$ cat config.mk
export PLATFORM = sky130hd
export DESIGN_NAME = muldiv_unit
export DESIGN_NICKNAME = d
export VERILOG_FILES = /design/src/rtl/muldiv_unit.sv
export SDC_FILE = /design/constraint.sdc
export NUM_CORES = 1
export LEC_CHECK = 0
export ABC_CLOCK_PERIOD_IN_PS = 4900
export CORE_AREA = 10 10 226 228
export DETAILED_ROUTE_END_ITERATION = 8
export DIE_AREA = 0 0 236 238
export GPL_TIMING_DRIVEN = 1
export PLACE_DENSITY = 0.67
export SYNTH_ARGS = -nofsm -noshare
export SYNTH_HDL_FRONTEND = slang
export SYNTH_SLANG_ARGS = --single-unit
$ cat constraint.sdc
create_clock -name clk -period 4.9 [get_ports clk]
set_input_delay 1.225 -clock clk [delete_from_list [all_inputs] [get_ports clk]]
set_output_delay 1.225 -clock clk [all_outputs]
set_load 0.03 [all_outputs]
$ cat src/rtl/muldiv_unit.sv
// muldiv_unit: iterative RV32M multiply/divide unit that sits beside the ALU.
// Multiply uses shift-add into a 2*WIDTH accumulator. Divide uses restoring
// shift-subtract. Both run on operand magnitudes, and the sign is fixed up once
// on the transition into DONE.
// Optional build macro: MULDIV_FAST_MUL_EN. When it is defined, multiplies use
// a combinational 2*WIDTH multiplier and finish one cycle after they are
// accepted.
module muldiv_unit #(
  parameter int unsigned WIDTH = 32
) (
  input  logic             clk,
  input  logic             rst_n,
  input  logic             start,
  input  logic [2:0]       op,
  input  logic [WIDTH-1:0] a,
  input  logic [WIDTH-1:0] b,
  output logic             busy,
  output logic             done,
  output logic [WIDTH-1:0] result
);

  localparam int unsigned W2 = 2 * WIDTH;
  localparam int unsigned CW = $clog2(WIDTH) + 1;

  localparam logic [1:0] S_IDLE = 2'd0;
  localparam logic [1:0] S_CALC = 2'd1;
  localparam logic [1:0] S_DONE = 2'd2;

  localparam logic [2:0] OP_MUL    = 3'd0;
  localparam logic [2:0] OP_MULH   = 3'd1;
  localparam logic [2:0] OP_MULHSU = 3'd2;
  localparam logic [2:0] OP_DIV    = 3'd4;
  localparam logic [2:0] OP_REM    = 3'd6;

  localparam logic [WIDTH-1:0] MIN_NEG = {1'b1, {(WIDTH-1){1'b0}}};

  // Architectural state
  logic [1:0]       r_state;
  logic [CW-1:0]    r_cnt;
  logic [2:0]       r_op;
  logic [WIDTH-1:0] r_abs_a;
  logic [WIDTH-1:0] r_abs_b;
  logic             r_neg;      // negate product / quotient
  logic             r_sign_a;   // remainder takes dividend sign
  logic [W2-1:0]    r_acc;      // mul: {hi, multiplier}; div: low half is quotient
  logic [WIDTH:0]   r_rem;      // partial remainder, one extra bit for the carry
  logic             r_busy;
  logic             r_done;
  logic [WIDTH-1:0] r_result;

  // Next-state values
  logic [1:0]       w_state_nxt;
  logic [CW-1:0]    w_cnt_nxt;
  logic [2:0]       w_op_nxt;
  logic [WIDTH-1:0] w_abs_a_nxt;
  logic [WIDTH-1:0] w_abs_b_nxt;
  logic             w_neg_nxt;
  logic             w_sign_a_nxt;
  logic [W2-1:0]    w_acc_nxt;
  logic [WIDTH:0]   w_rem_nxt;
  logic             w_busy_nxt;
  logic             w_done_nxt;
  logic [WIDTH-1:0] w_result_nxt;

  // Operand decode
  logic             w_a_signed;
  logic             w_b_signed;
  logic             w_a_neg;
  logic             w_b_neg;
  logic [WIDTH-1:0] w_abs_a_in;
  logic [WIDTH-1:0] w_abs_b_in;
  logic             w_div_zero;
  logic             w_div_ovf;

  // Iteration datapath
  logic [WIDTH:0]   w_mul_sum;
  logic [W2-1:0]    w_mul_acc;
  logic [WIDTH+1:0] w_div_shift;
  logic [WIDTH+1:0] w_div_diff;
  logic             w_div_borrow;
  logic [W2-1:0]    w_div_acc;
  logic [WIDTH:0]   w_div_rem;
  logic [W2-1:0]    w_prod;
  logic [WIDTH-1:0] w_quo;
  logic [WIDTH-1:0] w_remv;
  logic [WIDTH-1:0] w_fix_result;

`ifdef MULDIV_FAST_MUL_EN
  logic [W2-1:0]    w_fast_a;
  logic [W2-1:0]    w_fast_b;
  logic [W2-1:0]    w_fast_prod;

  // Single-cycle multiply of the sign- or zero-extended operands
  always_comb begin
    w_fast_a    = {{WIDTH{w_a_signed & a[WIDTH-1]}}, a};
    w_fast_b    = {{WIDTH{w_b_signed & b[WIDTH-1]}}, b};
    w_fast_prod = w_fast_a * w_fast_b;
  end
`endif

  // Decode the operand signedness of the requested op, and detect the special cases
  always_comb begin
    w_a_signed = (op == OP_MUL) || (op == OP_MULH) || (op == OP_MULHSU) ||
                 (op == OP_DIV) || (op == OP_REM);
    w_b_signed = (op == OP_MUL) || (op == OP_MULH) ||
                 (op == OP_DIV) || (op == OP_REM);
    w_a_neg    = w_a_signed & a[WIDTH-1];
    w_b_neg    = w_b_signed & b[WIDTH-1];
    // Negating MIN_NEG wraps to MIN_NEG, which is the correct unsigned magnitude
    w_abs_a_in = w_a_neg ? (~a + WIDTH'(1)) : a;
    w_abs_b_in = w_b_neg ? (~b + WIDTH'(1)) : b;
    w_div_zero = op[2] & (b == '0);
    w_div_ovf  = op[2] & ~op[0] & (a == MIN_NEG) & (b == '1);
  end

  // One shift-add step, and one restoring shift-subtract step
  always_comb begin
    w_mul_sum    = {1'b0, r_acc[W2-1:WIDTH]} +
                   (r_acc[0] ? {1'b0, r_abs_a} : {(WIDTH+1){1'b0}});
    w_mul_acc    = {w_mul_sum, r_acc[WIDTH-1:1]};

    w_div_shift  = {r_rem, r_acc[WIDTH-1]};
    w_div_diff   = w_div_shift - {2'b00, r_abs_b};
    w_div_borrow = w_div_diff[WIDTH+1];
    w_div_acc    = {r_acc[W2-1:WIDTH], r_acc[WIDTH-2:0], ~w_div_borrow};
    w_div_rem    = w_div_borrow ? w_div_shift[WIDTH:0] : w_div_diff[WIDTH:0];
  end

  // Sign fix-up of the final iteration's outputs, then result selection
  always_comb begin
    w_prod = r_neg ? (~w_mul_acc + W2'(1)) : w_mul_acc;
    w_quo  = r_neg ? (~w_div_acc[WIDTH-1:0] + WIDTH'(1)) : w_div_acc[WIDTH-1:0];
    w_remv = r_sign_a ? (~w_div_rem[WIDTH-1:0] + WIDTH'(1)) : w_div_rem[WIDTH-1:0];
    if (r_op[2]) begin
      w_fix_result = r_op[1] ? w_remv : w_quo;
    end else begin
      w_fix_result = (r_op[1:0] == 2'b00) ? w_prod[WIDTH-1:0] : w_prod[W2-1:WIDTH];
    end
  end

  // Next-state logic and registered output values
  always_comb begin
    w_state_nxt  = r_state;
    w_cnt_nxt    = r_cnt;
    w_op_nxt     = r_op;
    w_abs_a_nxt  = r_abs_a;
    w_abs_b_nxt  = r_abs_b;
    w_neg_nxt    = r_neg;
    w_sign_a_nxt = r_sign_a;
    w_acc_nxt    = r_acc;
    w_rem_nxt    = r_rem;
    w_result_nxt = r_result;
    w_busy_nxt   = 1'b0;
    w_done_nxt   = 1'b0;

    case (r_state)
      S_IDLE: begin
        if (start) begin
          w_op_nxt     = op;
          w_abs_a_nxt  = w_abs_a_in;
          w_abs_b_nxt  = w_abs_b_in;
          w_neg_nxt    = w_a_neg ^ w_b_neg;
          w_sign_a_nxt = w_a_neg;
          w_acc_nxt    = op[2] ? {{WIDTH{1'b0}}, w_abs_a_in} : {{WIDTH{1'b0}}, w_abs_b_in};
          w_rem_nxt    = '0;
          w_cnt_nxt    = CW'(WIDTH);
          if (w_div_zero) begin
            w_result_nxt = op[1] ? a : '1;
            w_cnt_nxt    = '0;
            w_state_nxt  = S_DONE;
          end else if (w_div_ovf) begin
            w_result_nxt = op[1] ? '0 : MIN_NEG;
            w_cnt_nxt    = '0;
            w_state_nxt  = S_DONE;
`ifdef MULDIV_FAST_MUL_EN
          end else if (!op[2]) begin
            w_result_nxt = (op[1:0] == 2'b00) ? w_fast_prod[WIDTH-1:0]
                                              : w_fast_prod[W2-1:WIDTH];
            w_cnt_nxt    = '0;
            w_state_nxt  = S_DONE;
`endif
          end else begin
            w_state_nxt  = S_CALC;
          end
        end
      end
      S_CALC: begin
        w_cnt_nxt = r_cnt - CW'(1);
        w_acc_nxt = r_op[2] ? w_div_acc : w_mul_acc;
        w_rem_nxt = r_op[2] ? w_div_rem : r_rem;
        if (r_cnt == CW'(1)) begin
          w_result_nxt = w_fix_result;
          w_state_nxt  = S_DONE;
        end
      end
      S_DONE: begin
        w_state_nxt = S_IDLE;
      end
      default: begin
        w_state_nxt = S_IDLE;
      end
    endcase

    w_busy_nxt = (w_state_nxt != S_IDLE);
    w_done_nxt = (w_state_nxt == S_DONE);
  end

  // State and datapath registers; reset aborts any operation in flight
  always_ff @(posedge clk or negedge rst_n) begin
    if (!rst_n) begin
      r_state  <= S_IDLE;
      r_cnt    <= '0;
      r_op     <= '0;
      r_abs_a  <= '0;
      r_abs_b  <= '0;
      r_neg    <= 1'b0;
      r_sign_a <= 1'b0;
      r_acc    <= '0;
      r_rem    <= '0;
      r_busy   <= 1'b0;
      r_done   <= 1'b0;
      r_result <= '0;
    end else begin
      r_state  <= w_state_nxt;
      r_cnt    <= w_cnt_nxt;
      r_op     <= w_op_nxt;
      r_abs_a  <= w_abs_a_nxt;
      r_abs_b  <= w_abs_b_nxt;
      r_neg    <= w_neg_nxt;
      r_sign_a <= w_sign_a_nxt;
      r_acc    <= w_acc_nxt;
      r_rem    <= w_rem_nxt;
      r_busy   <= w_busy_nxt;
      r_done   <= w_done_nxt;
      r_result <= w_result_nxt;
    end
  end

  assign busy   = r_busy;
  assign done   = r_done;
  assign result = r_result;

endmodule

==> impl_metrics.ini <==
[detailed_routing]
first_pass_iters = 6
avgRoutedWirePerCell_um = 24.6
drt-total-wl_um = 79600
antenna_left = 0
vias = 20100
drc = 0
drtIter0Drc = 2190
viasPerCell = 6.22

[sta]
hold-worst-slack_ns = 0.474
worst_slew_pin_slew_ns = 1.04
finalHoldViolCount = 0
max-slew-margin-rel = 0.301
finalSetupViolations = 0
setup_slack_ns = 0.139
finClkSkew_ns = 0.0140
drv_slew = 0
finalCritPeriodShare = 0.972
max_freq_ghz = 0.210
fin_crit_ns = 4.76

[cts]
cts_root_buffer = clkbuf_16
clock_latency_ns = 0.57
cts_max_path_buffers = 3
path_clk_slew_ns = 0.07
tritoncts = done
cts_buffers = 27
cts.sinks = 208
cts_htree_levels = 1

[place]
routabilityCongestion = 0.998
portBuffers = 103
hpwl_um = 61600
pre_cts_slack_ns = -0.241

[power]
p_int_w = 0.00933
comb_power_share = 0.719
p_sw_frac = 0.530
ir_worst_vdd_mv = 0.395
power.leakage_nw = 9.47
power.share.clock = 0.109
powerDensity_nw_per_um2 = 870
p_sw_w = 0.0105
p_seq_frac = 0.171

[critical_path]
cp_cell_sequence = inv_2, ha_4, a21o_1, nor2b_4, o41a_1, o211a_1, nor4_4, nor2_4, clkinv_4, mux2i_4, ha_4, o2111ai_2, a211oi_2, o2111ai_2, o41ai_2, buf_4, nand3_4, o31ai_4, xor2_1, nand2_1, a41oi_2
arrival_ns = 5.24
cp_data_required_time_ns = 5.38
cp_num_buf_inv = 3
end_kind = register
cp_slowest_stage_delay_ns = 0.44
critPathLaunchType = register
crit_type = reg -> reg
cp_top_family = compound AO/OA/AOI/OAI gates
r2r-start = r_abs_b[6]$_DFFE_PN0P_
crit_slowest_cell = o41a_1
cp_max_fo = 5
cp-startpoint = r_abs_b[6]$_DFFE_PN0P_

[floorplan]
row_count = 79
start_util = 0.408
die_x_um = 236
ios = 104
dieArea_um2 = 56200
core-area_um2 = 46400
die_h_um = 238

[yosys]
synth_most_common_cell = nand2_1
yosysTopAreaCellShare = 0.275
synth_edf_count = 0
synth_area_um2 = 18900
ys.flop_type = dfrtp_1
yosysWarnings = 0
netlist.top_cell.by_area = dfrtp_1
synth_area_leaders = dfrtp_1, o21ai_0, nand2_1
synth.distinct_cells = 103
ys_seq_elements = 208
syn_avg_cell_area_um2 = 7.78
synth_cells = 2433
yosysSeqAreaShare = 0.275
postSynth.asyncResetShare = 1.00
syn_nets = 2577
yosys-top-cells-count = nand2_1, o21ai_0, dfrtp_1, a21oi_1, nor2_1

[global_route]
gr-usage-met2 = 0.408
globalRouteMet3Util = 0.0540
antenna_found_initial = 3
grt_pass1_wl_um = 119000
grtUsageMet1 = 0.369
overflow = 0
grt_pass1_vias = 18900
grt_max_degree = 170
grt.busiest_layer = met2
grt.total_usage = 0.268

[final_layout]
diodes = 0
drive_gt1_frac = 0.130
syn2layout_area_growth_pct = 20.7
layout.nets = 2754

[hold_path]
hp-start = r_abs_a[8]$_DFFE_PN0P_
hold_class = reg -> reg

[run]
cap_violations = 0

[run_status]
status = finished, final reports clean
kinds of logic after synthesis:
kind of cell | share of synthesized area
compound gates | 0.278
flops | 0.275
xor+xnor | 0.0944
fa+ha+maj | 0.0497
simple gates | 0.213
buf+inv | 0.0535
mux | 0.0373
flip-flops by register name, summed over array words and instances (netlist names), 2 cells and up:
signal,flops
r_rem,33
r_abs_b,32
r_op,3
r_cnt,6
r_acc,64
result,32
r_abs_a,32
r_state,2
cells in the final DEF (no fill, tap or decap), types with 46 or more instances in the layout:
master,netlist,routed
a211oi_1,49,46
a21oi_1,187,184
and2_1,73,73
buf_4,4,199
clkdlybuf4s50_1,0,102
dfrtp_1,208,206
ha_1,72,67
inv_1,78,77
mux2i_1,66,65
nand2_1,310,309
nor2_1,154,150
nor3_1,46,46
o21ai_0,269,261
xnor2_1,118,117
xor2_1,86,86
worst paths after layout:
| check | to | depth (start not counted) | slack (ns) |
|---|---|---|---|
| setup / recovery | result[28]$_DFFE_PN0P_ | 21 | 0.14 |
| max in group asynchronous | r_op[2]$_DFFE_PN0P_ | 2 | 3.26 |
| hold / removal | r_abs_a[8]$_DFFE_PN0P_ | 2 | 0.47 |
| min in group asynchronous | r_abs_a[12]$_DFFE_PN0P_ | 1 | 0.70 |
| setup reg to reg | result[28]$_DFFE_PN0P_ | 21 | 0.14 |
| hold reg to reg | r_abs_a[8]$_DFFE_PN0P_ | 2 | 0.47 |
worst reg2reg max path: stages, from the launching register on:
cell,delay [ns]
dfrtp_1,0.39
inv_2,0.08
ha_4,0.20
a21o_1,0.18
nor2b_4,0.14
o41a_1,0.44
o211a_1,0.28
nor4_4,0.31
nor2_4,0.09
clkinv_4,0.10
mux2i_4,0.26
ha_4,0.17
o2111ai_2,0.10
a211oi_2,0.25
o2111ai_2,0.22
o41ai_2,0.40
buf_4,0.20
nand3_4,0.10
o31ai_4,0.23
xor2_1,0.18
nand2_1,0.09
a41oi_2,0.25
power by group through the flow:
stage | logic, W | registers (W) | clock network (W)
after floorplan | 0.00896 | 0.00314 | 0
after global placement | 0.0134 | 0.00334 | 0
after CTS | 0.0137 | 0.00334 | 0.00219
after global routing | 0.0154 | 0.00346 | 0.00226
after detailed placement | 0.0135 | 0.00336 | 0
final | 0.0143 | 0.00340 | 0.00217
per-stage QoR:
stage	power (W)	utilization	area, um2	TNS [ns]	std cells
global placement	0.0168	0.465	21600	-0.279	3172
CTS	0.0192	0.487	22600	0	3223
detailed placement	0.0169	0.465	21600	-1.42	3172
floorplan	0.0121	-	19000	-0.288	2433
global route	0.0211	0.493	22800	-0.0302	3237
finish	0.0199	0.493	22800	0	3237
cell type report:
type / instances / area, um2
Sequential cell: 208 / 5210
Clock inverter: 15 / 184
Tap cell: 607 / 759
Inverter: 82 / 313
Clock buffer: 34 / 752
Multi-Input combinational cell: 1985 / 13000
Fill cell: 4457 / 23500
Timing Repair Buffer: 306 / 2610
what timing repair did:
item	in CTS	in global routing
endpoints found under the setup margin	12	12
setup buffers	2	14
hold endpoints to repair	0	0
hold buffers	0	0
gates cloned	0	0
pin swaps	3	29
resized for setup	7	36
layer usage:
metal / wire, um / part of all wire
met5: 27 / 0.00034
met4: 2920 / 0.037
met3: 7420 / 0.093
met2: 34600 / 0.43
met1: 34700 / 0.44
(Power assumes the default switching activity.)
